`config.mk`:
```
export PLATFORM = sky130hd
export DESIGN_NAME = bus_mux_pipe
export DESIGN_NICKNAME = d
export VERILOG_FILES = /design/src/rtl/bus_mux_pipe.sv
export SDC_FILE = /design/constraint.sdc
export NUM_CORES = 1
export LEC_CHECK = 0
export BUFFER_PORTS_ARGS = -buffer_cell sky130_fd_sc_hd__buf_2
export CAP_MARGIN = 20
export CORE_UTILIZATION = 40
export DETAILED_ROUTE_END_ITERATION = 10
export GPL_TIMING_DRIVEN = 0
export PLACE_DENSITY = 0.81
export SLEW_MARGIN = 20
export SYNTH_ARGS = -nofsm -noshare
export SYNTH_HDL_FRONTEND = slang
export SYNTH_SLANG_ARGS = --single-unit
```
`constraint.sdc`:
```
create_clock -name Clock -period 3.76 [get_ports Clock]
set_input_delay 1.128 -clock Clock [delete_from_list [all_inputs] [get_ports Clock]]
set_output_delay 1.128 -clock Clock [all_outputs]
set_load 0.05 [all_outputs]
```
`src/rtl/bus_mux_pipe.sv`:
```
// bus_mux_pipe: registered datapath bus multiplexer with bus keeper,
// select-conflict detection and a saturating conflict counter.
//
// Sources are chosen with fixed priority DIN > G > R. The bus value and
// status are captured on the rising edge of Clock, so there is one cycle
// of latency and no combinational path from inputs to outputs.
//
// Ports:
//   Clock      rising-edge clock
//   Resetn     synchronous active-low reset
//   Rout       one-hot register select (bit NREGS-1 -> R0, bit 0 -> R(NREGS-1))
//   Gout       select ALU result Gdata
//   DINout     select external DINdata
//   Rdata      flattened register outputs, Ri = Rdata[i*WIDTH +: WIDTH]
//   Gdata      ALU result
//   DINdata    external data input
//   Err_clr    synchronous clear of Sel_err and Err_count
//   BusWires   registered bus value
//   Bus_valid  bus was loaded from a legal source on the last edge
//   Last_src   last legal source ID: 0..NREGS-1 = Ri, NREGS = G, NREGS+1 = DIN
//   Sel_err    sticky select-conflict flag
//   Err_count  saturating count of conflict cycles
//
// Build option:
//   BUS_MUX_ZERO_IDLE_EN  when defined, idle and Rout-only conflict cycles
//                         load zero onto the bus instead of holding it.

module bus_mux_pipe #(
  parameter int unsigned WIDTH    = 16,
  parameter int unsigned NREGS    = 8,
  parameter int unsigned ERRCNT_W = 8
) (
  input  logic                          Clock,
  input  logic                          Resetn,
  input  logic [NREGS-1:0]              Rout,
  input  logic                          Gout,
  input  logic                          DINout,
  input  logic [NREGS*WIDTH-1:0]        Rdata,
  input  logic [WIDTH-1:0]              Gdata,
  input  logic [WIDTH-1:0]              DINdata,
  input  logic                          Err_clr,
  output logic [WIDTH-1:0]              BusWires,
  output logic                          Bus_valid,
  output logic [$clog2(NREGS+2)-1:0]    Last_src,
  output logic                          Sel_err,
  output logic [ERRCNT_W-1:0]           Err_count
);

  localparam int unsigned SRC_W = $clog2(NREGS + 2);

  logic [WIDTH-1:0]    bus_q,   bus_d;
  logic                valid_q, valid_d;
  logic [SRC_W-1:0]    src_q,   src_d;
  logic                sel_q,   sel_d;
  logic [ERRCNT_W-1:0] cnt_q,   cnt_d;

  logic             r_any;
  logic             r_multi;
  logic             conflict;
  logic [WIDTH-1:0] r_data;
  logic [SRC_W-1:0] r_id;

  // Register-select decode; x & (x-1) is nonzero iff two or more bits are set.
  always_comb begin
    r_any   = |Rout;
    r_multi = |(Rout & (Rout - NREGS'(1)));
    r_data  = '0;
    r_id    = '0;
    for (int i = 0; i < int'(NREGS); i++) begin
      if (Rout[int'(NREGS) - 1 - i]) begin
        r_data = Rdata[i*WIDTH +: WIDTH];
        r_id   = SRC_W'(i);
      end
    end
    conflict = (DINout & Gout) | ((DINout | Gout) & r_any) | r_multi;
  end

  // Next-state for bus, source tracking and error bookkeeping.
  always_comb begin
    bus_d   = bus_q;
    src_d   = src_q;
    valid_d = 1'b0;
    sel_d   = sel_q;
    cnt_d   = cnt_q;

    if (DINout) begin
      bus_d   = DINdata;
      src_d   = SRC_W'(NREGS + 1);
      valid_d = 1'b1;
    end else if (Gout) begin
      bus_d   = Gdata;
      src_d   = SRC_W'(NREGS);
      valid_d = 1'b1;
    end else if (r_any && !r_multi) begin
      bus_d   = r_data;
      src_d   = r_id;
      valid_d = 1'b1;
    end else begin
`ifdef BUS_MUX_ZERO_IDLE_EN
      bus_d = '0;
`else
      bus_d = bus_q;
`endif
    end

    // Clear takes precedence over a conflict in the same cycle.
    if (Err_clr) begin
      sel_d = 1'b0;
      cnt_d = '0;
    end else if (conflict) begin
      sel_d = 1'b1;
      if (cnt_q != '1) begin
        cnt_d = cnt_q + ERRCNT_W'(1);
      end
    end
  end

  // State registers with synchronous active-low reset.
  always_ff @(posedge Clock) begin
    if (!Resetn) begin
      bus_q   <= '0;
      valid_q <= 1'b0;
      src_q   <= '0;
      sel_q   <= 1'b0;
      cnt_q   <= '0;
    end else begin
      bus_q   <= bus_d;
      valid_q <= valid_d;
      src_q   <= src_d;
      sel_q   <= sel_d;
      cnt_q   <= cnt_d;
    end
  end

  assign BusWires  = bus_q;
  assign Bus_valid = valid_q;
  assign Last_src  = src_q;
  assign Sel_err   = sel_q;
  assign Err_count = cnt_q;

endmodule
```
==> out/results.ini, run 1 <==
[run_status]
outcome = complete, no violations

[power]
pwr-share-clk_pct = 30.9
power.density_nw_per_um2 = 269
switchingPower_uw = 360
p_sw_share_pct = 34.6
vdd_drop_max_mv = 0.288
power_frac_comb_pct = 35.8
power_uw = 1040
p_seq_share_pct = 33.3
leakagePower_uw = 0.00184
intPower_uw = 680

[setup_path]
cpPeakStageDelay_ns = 0.51
r2r_setup_slack_ns = 2.15
path_cells = buf_2, or4_1, buf_2, maj3_2, o31a_1, o21ai_2, buf_6, mux2i_1, nor2_1
crit_type = input port to flop
worstPathRequired_ns = 3.93
cp_max_fo = 10
r2r-end = Err_count[5]
slowest_stage = or4_1
end_kind = flop
rr_startpoint = Err_count[2]
worst_setup_path_start_kind = input port
crit_top_cell = buf_2
reg2reg_depth = 7
worst_ep_arrival_time_ns = 3.16

[flow_run]
max_cap_viol_count = 0

[global_routing]
grt_usage_pct = 29.6
grt_pass1_vias = 3461
grt_pass1_wl_mm = 16.6
grt_max_degree = 11
grt_remaining_overflow = 0
antenna_found_initial = 0

[finish]
final_common_cell = buf_2
multi_input_area_um2 = 1770
regArea_um2 = 601
synthToLayoutAreaGrowth_pct = 45.6
drive_above_1_share_pct = 39.7
final_util_pct = 60.5
antenna_cells = 0
nFillCells = 604
final_cell_mix = 205 x buf_2, 40 x o21ai_0, 39 x a21oi_1, 33 x inv_1, 31 x a22oi_1
fin_nets = 767

[floorplan]
core_um2 = 6390
rows = 29
die_h_um = 83.5
io_pins = 203
initial_core_util_pct = 41.6
dieArea_um2 = 6960
die_width_um = 83.5

[timing]
setup_tns_ns = 0
rsz0062_at_grt = no
finalCriticalPeriod_ns = 2.99
fin_worst_skew_ns = 0.00634
worst_pin_slew_ns = 0.706
fmax_mhz = 334
setup_slack_ns = 0.769
drv_slew = 0
relSlewSlack_pct = 52.7
hold_viol = 0
finalHoldWorstSlack_ns = 0.490
setup_violations = 0
period_share_pct = 79.5

[synthesis]
ys_seq_elements = 30
ys_types = 43
synth_seq_area_share_pct = 22.6
syn_inst = 385
syn_avg_cell_area_um2 = 6.89
ys.flop_type = dfxtp_1
syn-cell-area_um2 = 2650
synth_fp_nets = 559
yosys_warnings = 0
async_flop_share_pct = 0
synth_edf_count = 0

[cts]
numCtsBuffers = 5
cts_tree = done
clkLatencyLatePin_ns = 0.29
cts.repair.resized = 0
clk_pin_slew_worst_paths_ns = 0.07
clock-root-buffer = clkbuf_8
htreeDepth = 2
cts.path.max_buffers = 2
holdBufCountCts = 0
cts_sinks = 30
cts_setup_buffers = 0

[hold_path]
whs_path_depth = 2
hp-class = flop to flop
holdPathEnd = Last_src[2]
hold_path.startpoint = Last_src[2]

[placed_design]
dp_hpwl_mm = 8.58
dp_slack_ns = 0.479
gp_congestion = 0.915
io_buffer_count = 201

[detailed_routing]
wl_per_cell_um = 15.9
num_vias = 3897
routed_wl_mm = 10.7
dr.pass1.iters = 5
ant_nets = 0
post-route-drc-count = 0
viasPerCell = 5.81
drt_iter0_drc = 235

area by class of cell:
| class | count | area share [%] |
|---|---|---|
| clock buffer | 5 | 1.78 |
| sequential | 30 | 15.5 |
| inverter | 33 | 3.20 |
| timing repair buffer | 201 | 26.0 |
| tap | 77 | 2.49 |
| buffer | 38 | 4.11 |
| clock inverter | 3 | 1.04 |
| multi-input combinational | 284 | 45.8 |
cells in the mapped netlist (13+ instances only):
library cell  number  area share, %
a221oi_1          15            5.0
dfxtp_1           30             23
nor3_1            20            3.8
nor2_1            13            1.8
a22oi_1           31            8.8
clkbuf_1          27            3.8
o21a_1            16            4.5
nand2_1           24            3.4
inv_1             33            4.7
a21oi_1           39            7.4
a31o_2            15            5.0
o221ai_1          15            5.0
o21ai_0           40            7.5
state kept, by name (all words and copies together) (netlist names):
name	cells
Last_src	4
BusWires	16
Err_count	8
Sel_err	1
Bus_valid	1
layer usage:
metal | share of wire, % | track usage, %
met1 | 43 | 38.9
met2 | 46 | 47.9
met3 | 8.4 | 5.74
met4 | 2.7 | 11.2
met5 | 0 | 0
worst max-delay path by stage:
stage | end | from
2_1_floorplan | Err_count[1] | Rout[3]
5_1_grt | BusWires[9] | Rout[3]
3_5_place_dp | Err_count[1] | Rout[3]
6_report | Err_count[1] | Rout[3]
4_1_cts | Err_count[1] | Rout[3]
3_3_place_gp | Err_count[1] | Rout[3]
logic make-up after synthesis:
family,share of synthesized area (%)
flip-flops,22.6
AND/OR/NAND/NOR,17.9
XOR/XNOR,0.330
adder cells (fa/ha/maj),1.27
AO/OA/AOI/OAI,46.8
multiplexers,0.377
buffers and inverters,10.7
per-stage QoR:
stage | area [µm²] | cells
floorplan | 2650 | 385
global placement | 3760 | 663
detailed placement | 3760 | 663
CTS | 3860 | 671
global route | 3860 | 671
finish | 3860 | 671
power by group through the flow:
| stage | Clock, µW | Sequential [µW] | Combinational [µW] |
|---|---|---|---|
| CTS | 323 | 346 | 368 |
| global route | 340 | 348 | 404 |
| global placement | 0 | 353 | 359 |
| detailed placement | 0 | 353 | 366 |
| finish | 322 | 346 | 372 |
| floorplan | 0 | 415 | 146 |
worst max-delay path, delay by kind of cell:
kind | cells | cell delay, ns
simple gates | 2 | 0.56
compound gates | 2 | 0.51
buf+inv | 3 | 0.48
fa+ha+maj | 1 | 0.30
mux | 1 | 0.18
(Power assumes the default switching activity.)
==> run 2: changes to the inputs <==
==> constraint.sdc (replaced) <==
create_clock -name Clock -period 2.8 [get_ports Clock]
set_input_delay 0.84 -clock Clock [delete_from_list [all_inputs] [get_ports Clock]]
set_output_delay 0.84 -clock Clock [all_outputs]
set_load 0.05 [all_outputs]
==> run 2 against run 1 <==
Power up 34%. Hold slack better by 0.0026 ns. Final cell count unchanged. Highest routed layer unchanged. Worst setup slack worse by 0.68 ns. Critical path depth unchanged. Final area up 0.23%. Critical path type unchanged. Critical endpoint unchanged. Global-route usage unchanged. Sequential power up 34%. Routed wire length down 0.30%. Count of clock-buffer cells in the layout unchanged.
==> out/results.ini, run 2 (same netlist as run 1, synthesis figures left out) <==
[timing]
period_share_pct = 96.9
hold_viol = 0  ; unchanged
fmax_mhz = 369
setup_violations = 0  ; unchanged
setup_tns_ns = 0  ; unchanged
relSlewSlack_pct = 52.4  ; was 52.7%
worst_pin_slew_ns = 0.711  ; was 0.706 ns
fin_worst_skew_ns = 0.00580  ; was 0.00634 ns
finalCriticalPeriod_ns = 2.71
drv_slew = 0  ; unchanged
finalHoldWorstSlack_ns = 0.493  ; was 0.490 ns

[finish]
largest_register_ffs = 16  ; unchanged
stdcell_area_um2 = 3870  ; was 3860 µm²
final_cell_mix = 204 x buf_2, 40 x o21ai_0, 39 x a21oi_1, 33 x inv_1, 31 x a22oi_1  ; was 205 x buf_2, 40 x o21ai_0, 39 x a21oi_1, 33 x inv_1, 31 x a22oi_1
synthToLayoutAreaGrowth_pct = 46.0  ; was 45.6%
final_util_pct = 60.7  ; was 60.5%
final_common_cell = buf_2  ; unchanged
antenna_cells = 0  ; unchanged
fin_nets = 767  ; unchanged
drive_above_1_share_pct = 39.9  ; was 39.7%

[global_routing]
grt_pass1_wl_mm = 16.6  ; unchanged
grt_usage_pct = 29.6  ; unchanged
grt_remaining_overflow = 0  ; unchanged
antenna_found_initial = 0  ; unchanged
grt_max_degree = 11  ; unchanged
grt_pass1_vias = 3461  ; unchanged

[hold_path]
whs_path_depth = 2  ; unchanged
hold_path.startpoint = Last_src[2]  ; unchanged
hp-class = flop to flop  ; unchanged
holdPathEnd = Last_src[2]  ; unchanged

[cts]
cts.path.max_buffers = 2  ; unchanged
cts_setup_buffers = 0  ; unchanged
cts.repair.resized = 0  ; unchanged
clkLatencyLatePin_ns = 0.29  ; about the same
cts_tree = done  ; unchanged
numCtsBuffers = 5  ; unchanged
holdBufCountCts = 0  ; unchanged
clock-root-buffer = clkbuf_8  ; unchanged
clk_pin_slew_worst_paths_ns = 0.07  ; about the same
cts_sinks = 30  ; unchanged
htreeDepth = 2  ; unchanged

[floorplan]
io_pins = 203  ; unchanged
rows = 29  ; unchanged
core_um2 = 6390  ; unchanged
initial_core_util_pct = 41.6  ; unchanged
die_h_um = 83.5  ; unchanged
die_width_um = 83.5  ; unchanged
dieArea_um2 = 6960  ; unchanged

[setup_path]
worst_setup_path_start_kind = input port  ; unchanged
r2r-end = Err_count[5]  ; unchanged
worstPathRequired_ns = 2.97  ; was 3.93 ns
r2r_setup_slack_ns = 1.20  ; was 2.15 ns
crit_type = input port to flop  ; unchanged
end_kind = flop  ; unchanged
worst_ep_arrival_time_ns = 2.88  ; was 3.16 ns
reg2reg_depth = 7  ; unchanged
rr_startpoint = Err_count[2]  ; unchanged
cp_max_fo = 10  ; unchanged

[placed_design]
gp_congestion = 0.915  ; unchanged
io_buffer_count = 201  ; unchanged
place_area_um2 = 3760  ; unchanged
dp_hpwl_mm = 8.58  ; unchanged

[flow_run]
max_cap_viol_count = 0  ; unchanged

[power]
power.density_nw_per_um2 = 360  ; was 269 nW/µm²
leakagePower_uw = 0.00185  ; was 0.00184 µW
vdd_drop_max_mv = 0.382  ; was 0.288 mV

[detailed_routing]
wl_per_cell_um = 15.9  ; about the same
wl_met2_mm = 4.91  ; about the same
wl_met1_mm = 4.44  ; was 4.57 mm
dr_wl_met3_um = 980  ; was 901 µm
drt_iter0_drc = 286  ; was 235
dr.pass1.iters = 7  ; was 5
post-route-drc-count = 0  ; unchanged
ant_nets = 0  ; unchanged
viasPerCell = 5.82  ; was 5.81
routed_wl_mm = 10.6  ; was 10.7 mm
num_vias = 3906  ; was 3,897
top_layer_used = met4  ; unchanged

[run_status]
outcome = complete, no violations  ; unchanged

## run 2: routing by layer
metal,up-vias,GRT usage [%]
li1,1872,-
met1,1789,38.9
met5,-,0
met2,214,47.9
met4,0,11.2
met3,31,5.74
## run 2: layout make-up
class	instances	area [µm²]
flip-flops and latches	30	601
well taps	77	96.3
plain buffers	38	161
inverters	33	124
fillers	601	2510
clock buffers	5	68.8
repair buffers	201	1010
multi-input cells	284	1780
clock inverters	3	40.0
## run 2: power breakdown
| part | total [µW] | switching [µW] | internal, µW |
|---|---|---|---|
| clock | 431 | 169 | 261 |
| sequential | 465 | 13.7 | 451 |
| combinational | 500 | 299 | 201 |
| total | 1400 | 482 | 913 |
## run 2: worst max-delay path by stage
stage,from,to,slack [ns],cells past startpoint
floorplan,Rout[3],Err_count[1],0.1,8
global placement,Rout[3],Err_count[1],-0.17,9
detailed placement,Rout[3],Err_count[1],-0.19,9
CTS,Rout[3],Err_count[1],0.1,9
global route,Rout[3],Err_count[1],-0.009,9
finish,Rout[3],Err_count[1],0.09,9
## run 2: stage by stage
step / setup slack [ns] / total power, µW / cells
6_report: 0.0874 / 1400 / 671
5_1_grt: -0.00912 / 1470 / 671
4_1_cts: 0.0997 / 1390 / 671
3_5_place_dp: -0.193 / 965 / 663
3_3_place_gp: -0.165 / 956 / 663
2_1_floorplan: 0.0983 / 754 / 385
## run 2: critical path, cell delays in order
cell and delay (ns):
buf_2 0.15, or4_1 0.52, buf_2 0.17, maj3_2 0.30, o31a_1 0.29, o21ai_2 0.22
buf_6 0.16, mux2i_1 0.18, nor2_1 0.05
